File: src/rtl/mac_out_packer.sv
// mac_out_packer: rounds, shifts and saturates 32b MAC results to int8
// and packs four of them little-endian per 32b output word.
//
// Ports:
//   clk_i, rst_i, clear_i       clock, sync reset, sync soft clear
//   start_i, shift_i, len_i     job start pulse and its parameters
//   d_valid_i/d_ready_o/d_data_i/d_strb_i  input result stream
//   q_valid_o/q_ready_i/q_data_o/q_strb_o  packed int8 output stream
//   busy_o, done_o, sat_cnt_o   job status and saturation count
module mac_out_packer #(
  parameter int CNT_WIDTH    = 16,
  parameter int SATCNT_WIDTH = 16
) (
  input  logic                    clk_i,
  input  logic                    rst_i,
  input  logic                    clear_i,
  input  logic                    start_i,
  input  logic [4:0]              shift_i,
  input  logic [CNT_WIDTH-1:0]    len_i,
  input  logic                    d_valid_i,
  output logic                    d_ready_o,
  input  logic [31:0]             d_data_i,
  input  logic [3:0]              d_strb_i,
  output logic                    q_valid_o,
  input  logic                    q_ready_i,
  output logic [31:0]             q_data_o,
  output logic [3:0]              q_strb_o,
  output logic                    busy_o,
  output logic                    done_o,
  output logic [SATCNT_WIDTH-1:0] sat_cnt_o
);

  typedef enum logic [1:0] {
    IDLE,
    RUN,
    DRAIN
  } state_t;

  state_t state_q, state_d;

  logic [4:0]              shift_q;
  logic [CNT_WIDTH-1:0]    len_q;
  logic [CNT_WIDTH-1:0]    cnt_q;
  logic [1:0]              lane_q;
  logic [31:0]             pack_q;
  logic                    q_valid_q;
  logic [31:0]             q_data_q;
  logic [3:0]              q_strb_q;
  logic                    done_q, done_d;
  logic [SATCNT_WIDTH-1:0] sat_cnt_q;

  logic                    soft_rst;
  logic                    acc;
  logic                    q_hs;
  logic                    last;
  logic                    word_done;
  logic                    launch;

  logic signed [32:0]      xe;
  logic signed [32:0]      rnd;
  logic signed [32:0]      sum;
  logic signed [32:0]      sh;
  logic                    sat_hi, sat_lo;
  logic [7:0]              y;
  logic [31:0]             pack_next;
  logic [3:0]              strb_next;

  logic unused_strb;
  assign unused_strb = ^d_strb_i;

  assign soft_rst  = rst_i | clear_i;
  assign d_ready_o = (state_q == RUN) &&
                     (!q_valid_q || q_ready_i);
  assign acc       = d_valid_i & d_ready_o;
  assign q_hs      = q_valid_q & q_ready_i;
  assign last      = (cnt_q == len_q - 1'b1);
  assign word_done = acc & ((lane_q == 2'd3) | last);
  assign launch    = (state_q == IDLE) & start_i &
                     (len_i != '0);

  // 33b keeps the rounding add from overflowing.
  always_comb begin
    xe  = {d_data_i[31], d_data_i};
    rnd = '0;
    if (shift_q != 5'd0)
      rnd = 33'sd1 <<< (shift_q - 5'd1);
    sum    = xe + rnd;
    sh     = sum >>> shift_q;
    sat_hi = sh > 33'sd127;
    sat_lo = sh < -33'sd128;
    y      = sh[7:0];
    if (sat_hi) y = 8'h7f;
    if (sat_lo) y = 8'h80;
  end

  always_comb begin
    pack_next = pack_q |
                ({24'b0, y} << {lane_q, 3'b000});
    strb_next = 4'b0001;
    unique case (lane_q)
      2'd0: strb_next = 4'b0001;
      2'd1: strb_next = 4'b0011;
      2'd2: strb_next = 4'b0111;
      2'd3: strb_next = 4'b1111;
    endcase
  end

  always_comb begin
    state_d = state_q;
    done_d  = 1'b0;
    unique case (state_q)
      IDLE: begin
        if (start_i) begin
          if (len_i != '0) state_d = RUN;
          else             done_d  = 1'b1;
        end
      end
      RUN: begin
        if (acc && last) state_d = DRAIN;
      end
      DRAIN: begin
        if (q_hs) begin
          state_d = IDLE;
          done_d  = 1'b1;
        end
      end
      default: state_d = IDLE;
    endcase
  end

  always_ff @(posedge clk_i) begin
    if (soft_rst) begin
      state_q <= IDLE;
      done_q  <= 1'b0;
    end else begin
      state_q <= state_d;
      done_q  <= done_d;
    end
  end

  always_ff @(posedge clk_i) begin
    if (soft_rst) begin
      shift_q   <= '0;
      len_q     <= '0;
      cnt_q     <= '0;
      lane_q    <= '0;
      pack_q    <= '0;
      q_valid_q <= 1'b0;
      q_data_q  <= '0;
      q_strb_q  <= '0;
      sat_cnt_q <= '0;
    end else begin
      if (launch) begin
        shift_q   <= shift_i;
        len_q     <= len_i;
        cnt_q     <= '0;
        lane_q    <= '0;
        pack_q    <= '0;
        sat_cnt_q <= '0;
      end
      if (q_hs) q_valid_q <= 1'b0;
      if (acc) begin
        cnt_q <= cnt_q + 1'b1;
        if ((sat_hi || sat_lo) && (sat_cnt_q != '1))
          sat_cnt_q <= sat_cnt_q + 1'b1;
        if (word_done) begin
          q_valid_q <= 1'b1;
          q_data_q  <= pack_next;
          q_strb_q  <= strb_next;
          pack_q    <= '0;
          lane_q    <= '0;
        end else begin
          pack_q <= pack_next;
          lane_q <= lane_q + 1'b1;
        end
      end
    end
  end

  assign q_valid_o = q_valid_q;
  assign q_data_o  = q_data_q;
  assign q_strb_o  = q_strb_q;
  assign busy_o    = (state_q != IDLE);
  assign done_o    = done_q;
  assign sat_cnt_o = sat_cnt_q;

endmodule

File: config.mk
export PLATFORM = sky130hd
export DESIGN_NAME = mac_out_packer
export DESIGN_NICKNAME = d
export VERILOG_FILES = /design/src/rtl/mac_out_packer.sv
export SDC_FILE = /design/constraint.sdc
export NUM_CORES = 1
export LEC_CHECK = 0
export BUFFER_PORTS_ARGS = -buffer_cell sky130_fd_sc_hd__buf_2
export CORE_ASPECT_RATIO = 1.2
export CORE_MARGIN = 4
export CORE_UTILIZATION = 31
export CTS_BUF_LIST = sky130_fd_sc_hd__clkbuf_4
export CTS_CLUSTER_SIZE = 24
export DETAILED_ROUTE_END_ITERATION = 6
export SLEW_MARGIN = 15
export SYNTH_ARGS = -nofsm -noshare
export SYNTH_HDL_FRONTEND = slang
export SYNTH_SLANG_ARGS = --single-unit
File: constraint.sdc
create_clock -name clk_i -period 15.35 [get_ports clk_i]
set_clock_uncertainty 0.05 [all_clocks]
set_input_delay 2.3025 -clock clk_i [delete_from_list [all_inputs] [get_ports clk_i]]
set_output_delay 2.3025 -clock clk_i [all_outputs]
set_load 0.02 [all_outputs]
Word level (Yosys, flattened, before mapping)
Index checks and enable logic that the tools add are counted.
W data, S select, Z words.
{"block": "classes", "reduce_logical": 14, "magnitude_cmp": 2, "add_sub_neg": 6, "n_shift": 3, "n_bitwise": 8, "eq_ne": 11, "mux": 27}
{"op": "$mux W32", "count": 3}
{"op": "$mux W16", "count": 5}
{"op": "$add A32 B33 Y33", "count": 1}
{"op": "$gt A33 B8 Y1 const B", "count": 1}
{"op": "$lt A33 B8 Y1 const B", "count": 1}
{"op": "$mux W33", "count": 1}
{"op": "$sshl A2 B5 Y33 const A", "count": 1}
{"op": "$sshr A33 B5 Y33", "count": 1}
{"op": "$add A16 B1 Y16 const B", "count": 2}
{"op": "$or A32 B32 Y32", "count": 1}
{"op": "$shl A8 B5 Y32", "count": 1}
{"op": "$eq A16 B16 Y1", "count": 1}
{"op": "$mux W8", "count": 2}
{"op": "$ne A16 B16 Y1 const B", "count": 1}
{"op": "$pmux W4 S4", "count": 1}
{"op": "$reduce_bool A16 Y1", "count": 1}
{"op": "$sub A16 B1 Y16 const B", "count": 1}
{"op": "$mux W2", "count": 7}
{"op": "$eq A2 B2 Y1 const B", "count": 3}
{"op": "$mux W1", "count": 6}
{"op": "$pmux W2 S3", "count": 1}
{"op": "$and A1 B1 Y1", "count": 5}
{"op": "$reduce_bool A5 Y1", "count": 1}
{"op": "$sub A5 B1 Y5 const B", "count": 1}
{"op": "other kinds (13)", "count": 22}
{"block": "totals", "reg_bits": 127, "in_bits": 63, "output_inout_bits": 56, "wordCells": 82}

Logic depth before layout (Yosys ltp)
{"block": "depth", "depth_word": 12, "mapped_depth": 27, "mapped_depth_nobuf": 21}

Worst setup path after synthesis
OpenSTA, ideal clock, no wires.
{"block": "synth_path", "kind": "input -> register", "startpoint": "input d_data_i[0]", "endpoint": "register q_data_q[13] (netlist: q_data_o[13])", "setup_slack_ps": 8951, "path_buffers": 0, "required_ps": 15166, "arrival_ps": 6215, "stages": 17, "setup_time_ps": 134, "path_cell_list": "ha_1 inv_1 fa_1 nand2b_1 a21o_1 a31o_2 o31ai_4 o31a_2 nor2_4 a221o_1 or3_1 a221o_1 a41o_1 a31oi_4 o21bai_4 nand3_2 o22ai_1"}
{"block": "synth_via", "elab_chain_len": 7, "word_cells_on_any_way": 8, "classes_between": "1 x add/sub; 2 x order compare; 2 x shift; 2 x mux; 1 x bitwise"}
{"item": "from (decl)", "line_no": "22", "rtl": "input logic [31:0] d_data_i,"}
{"item": "$add A32 B33 Y33 *", "line_no": "87", "rtl": "sum = xe + rnd;"}
{"item": "$sshr A33 B5 Y33 *", "line_no": "88", "rtl": "sh = sum >>> shift_q;"}
{"item": "$gt A33 B8 Y1", "line_no": "89", "rtl": "sat_hi = sh > 33'sd127;"}
{"item": "$mux W8", "line_no": "92", "rtl": "if (sat_hi) y = 8'h7f;"}
{"item": "$mux W8 *", "line_no": "93", "rtl": "if (sat_lo) y = 8'h80;"}
{"item": "$shl A8 B5 Y32 *", "line_no": "98", "rtl": "({24'b0, y} << {lane_q, 3'b000});"}
{"item": "$or A32 B32 Y32 *", "line_no": "97", "rtl": "pack_next = pack_q |"}
{"item": "to (signal assigned)", "line_no": "168", "rtl": "q_data_q <= pack_next;"}
{"item": "to (decl)", "line_no": "47", "rtl": "logic [31:0] q_data_q;"}
Mark *: on every way between the ends. The rest lies on a longest branch, timed or not.
A chain may end at the register's enable or synchronous reset.

Worst setup path after layout
{"block": "layout_path", "startpoint": "register shift_q[3]", "endpoint": "register sat_cnt_q[6] (netlist: sat_cnt_o[6])"}
{"block": "layout_via", "elab_chain_len": 10, "word_cells_on_any_way": 12, "classes_between": "2 x add/sub; 2 x order compare; 2 x shift; 3 x mux; 3 x reduce/logical"}
{"item": "from (decl)", "line_no": "41", "rtl": "logic [4:0] shift_q;"}
{"item": "from (signal assigned)", "line_no": "154", "rtl": "shift_q <= shift_i;"}
{"item": "$sub A5 B1 Y5", "line_no": "86", "rtl": "rnd = 33'sd1 <<< (shift_q - 5'd1);"}
{"item": "$sshl A2 B5 Y33", "line_no": "86"}
{"item": "$mux W33", "line_no": "85", "rtl": "if (shift_q != 5'd0)"}
{"item": "$add A32 B33 Y33", "line_no": "87"}
{"item": "$sshr A33 B5 Y33 *", "line_no": "88"}
{"item": "$gt A33 B8 Y1 or $lt A33 B8 Y1 (tied branches)", "line_no": "89, 90"}
{"item": "$logic_or A1 B1 Y1 *", "line_no": "164", "rtl": "if ((sat_hi || sat_lo) && (sat_cnt_q != '1))"}
{"item": "$logic_and A1 B1 Y1 *", "line_no": "164"}
{"item": "$mux W16 *", "line_no": "164"}
{"item": "$mux W16 *", "line_no": "162", "rtl": "if (acc) begin"}
{"item": "to (signal assigned)", "line_no": "165", "rtl": "sat_cnt_q <= sat_cnt_q + 1'b1;"}
{"item": "to (decl)", "line_no": "50", "rtl": "logic [SATCNT_WIDTH-1:0] sat_cnt_q;"}
Marks and branches as above.

==> qor.yml <==
outcome:
  run_status: "finished clean"
synthesis:
  synth-main-ff-cell: "dfxtp_1"
  yosys.area.top_type_share_pct: 22.74
  synth.distinct_cells: 104
  synth_compound_area_share_pct: 34.04
  ys_ff_latch: 127
  yosysWarnings: 0
  synth_top_family_by_area: "compound AO/OA/AOI/OAI gates"
  avgSynthCellArea_sq_um: 7.190
  synth-simple-area-share_pct: 28.07
  yosysTopAreaCell: "dfxtp_1"
  synth_area_leaders: "dfxtp_1 23%, a21oi_1 7.3%, nor2_1 5.9%"
  synthMuxAreaShare_pct: 2.395
  yosys.area_share.adder_pct: 4.432
  synth_xor_area_share_pct: 3.133
  synth_nets: 1657
  synth_area_sq_mm: 0.01118
  synth_cells: 1555
  yosysSeqAreaShare_pct: 22.74
  synth_edf_count: 0
  synthArstFlopShare_pct: 0
grt:
  grt_max_degree: 67
  grt_pass1_wl_microns: 60400
  grt_busiest_layer: "met2"
  grt_pass1_vias: 11560
  antenna_found_initial: 2
  grt_use_met2_pct: 31.03
  use_met1_pct: 23.75
  grt_use_met3_pct: 3.301
  gr-total-overflow: 0
  grt_usage_pct: 18.35
min_path:
  hp-class: "flip-flop to flip-flop"
place:
  io_buffers: 114
  globalplace.congestion: 0.9401
  dp.cells: 2033
  dp_hpwl_microns: 27490
sta:
  period_minus_slack_ns: 7.948
  worst_pin_slew_ns: 0.9352
  relSlewSlack_pct: 37.66
  fmax_mhz: 125.8
  whs_ns: 0.4237
  tns_ns: 0
  final-hold-violation-count: 0
  setup_viol: 0
  maxSlewViolCount: 0
  post-route-period-util_pct: 51.78
  rsz0062_at_grt: "false"
clock_network:
  ctsRootBufferMaster: "clkbuf_4"
  cts_hold_buf: 0
  clk_latency_ns: 0.54
  cts_sinks: 127
  cts_tree: "built"
  clockBufferDepth: 2
  clkTransAtPathRegs_ns: 0.12
  post_cts_resized: 0
  htreeDepth: 4
  cts_setup_buffers: 0
  cts_buffers: 17
die:
  initial_core_util_pct: 31.69
  die_h_microns: 216.0
  core-area_sq_mm: 0.03528
  die_x_microns: 181.4
  ios: 119
  dieArea_sq_mm: 0.03918
  row_count: 75
setup_path:
  cp.required_ns: 15.75
  start_kind: "flip-flop"
  arrival_ns: 8.35
  path_class: "flip-flop to flip-flop"
  critPathCaptureType: "flip-flop"
  cp_max_fo: 51
flow_run:
  cap_violations: 0
drt:
  vias: 12190
  routedWlPerCell_microns: 18.24
  via_per_inst: 5.905
  drt_iter0_drc: 1088
  firstDrtPassIters: 5
  ant_nets: 0
  remaining_drc_errors: 0
  wl_microns: 37660
pwr:
  powerDensity_mw_per_mm2: 61.71
  irDropWorstVdd_uv: 71.41
  p_leak_uw: 0.004558
layout:
  syn_to_final_growth_pct: 9.848
  drive_gt1_share_pct: 14.42
  nets: 1692
  layout.cells.non_filler: 2065
[Yosys cell counts (all sizes together), types with 8 or more instances]
cell     count
o2bb2ai      8
a211o       13
o22ai       11
nand2      160
nor2       181
buf         35
o211ai      23
a41o         9
a31oi       19
xnor2       23
nor4        14
ha          38
or2         10
clkbuf      79
mux2i       20
a21oi      167
and3        25
and2        12
or4         11
a211oi      33
a2111oi      8
nand3       77
dfxtp      127
nand2b      10
a21o        12
a22oi       30
nor3        50
inv         22
xor2        17
or3         23
o21a        21
nand4       29
o21ai       98
a311oi       8
[cells in the final DEF, fill, tap and decap left out, types with 23 or more instances in the layout]
| cell | instances |
|---|---|
| nand3_1 | 73 |
| nand4_1 | 28 |
| nor2_1 | 171 |
| a21oi_1 | 163 |
| xnor2_1 | 23 |
| dfxtp_1 | 124 |
| nor3_1 | 45 |
| buf_2 | 114 |
| and3_1 | 25 |
| a22oi_1 | 30 |
| a211oi_1 | 33 |
| nand2_1 | 160 |
| ha_1 | 38 |
| o21ai_0 | 85 |
[critical path: stages (launching register included)]
cell and delay, ns:
dfxtp_2 0.33, buf_4 0.45, clkinv_1 0.84, nand2_1 0.68, nor2_1 0.10, nand2_1 0.16
inv_1 0.06, ha_1 0.29, a211oi_1 0.10, o21ai_0 0.60, a211oi_1 0.24, o21ai_2 0.35
a31oi_1 0.15, xnor2_1 0.70, o2bb2ai_1 0.25, o311ai_0 0.52, o21a_1 0.26, nor4b_1 0.07
a31o_2 0.29, nand3_2 0.13, nand3_2 0.47, or4_1 0.59, o211ai_1 0.11
[power breakdown]
group | switching, uW | total, uW | internal [uW]
registers | 2.24 | 334 | 332
clock network | 130 | 242 | 112
logic | 120 | 182 | 62.1
[routing by layer]
metal | wire length [microns] | vias to the layer above
met1 | 16290 | 5721
met5 | 13 | -
met2 | 17930 | 468
li1 | - | 5935
met4 | 987 | 2
met3 | 2439 | 67
[area by class of cell]
cell class / count / area [sq um]
clock buffers: 17 / 127.6
fillers: 3847 / 23000
inverters: 23 / 86.33
flip-flops and latches: 127 / 2546
diodes: 1 / 2.502
multi-input cells: 1291 / 8082
clock inverters: 14 / 168.9
well taps: 462 / 578.1
repair buffers: 130 / 690.7
[through the flow]
step | utilization (%) | worst slack (ns) | cell area (sq um) | total power [uW]
final | 34.81 | 7.402 | 12280 | 757.9
after global routing | 34.81 | 6.959 | 12280 | 797.8
after CTS | 34.80 | 7.639 | 12280 | 764.2
after detailed placement | 33.96 | 7.560 | 11980 | 520.2
after global placement | 33.96 | 7.625 | 11980 | 519.8
after floorplan | - | 8.951 | 11180 | 471.0
[flip-flops by register name (all words and copies together) (netlist names)]
register,count
done_o,1
lane_q,2
sat_cnt_o,16
state_q,2
cnt_q,16
q_valid_o,1
q_data_o,32
q_strb_o,4
pack_q,32
len_q,16
shift_q,5
[path summary, 6_finish.rpt]
path,startpoint,endpoint,slack [ns],cells after the start
worst max register to register,shift_q[3]$_SDFFE_PP0P_,sat_cnt_o[6]$_SDFF_PP0_,7.40,22
worst min register to register,pack_q[5]$_SDFFE_PP0P_,pack_q[5]$_SDFFE_PP0P_,0.42,2
worst max-delay path,shift_q[3]$_SDFFE_PP0P_,sat_cnt_o[6]$_SDFF_PP0_,7.40,22
worst min-delay path,pack_q[5]$_SDFFE_PP0P_,pack_q[5]$_SDFFE_PP0P_,0.42,2
[cells by family (layout without fill, tap and decap cells)]
logic type      after synthesis  in the layout
other cells                   1              2
simple gates                631            631
fa+ha+maj                    39             39
xor+xnor                     40             40
buf+inv                     137            184
compound gates              554            554
mux                          26             26
flops                       127            127
(Power assumes the default switching activity.)
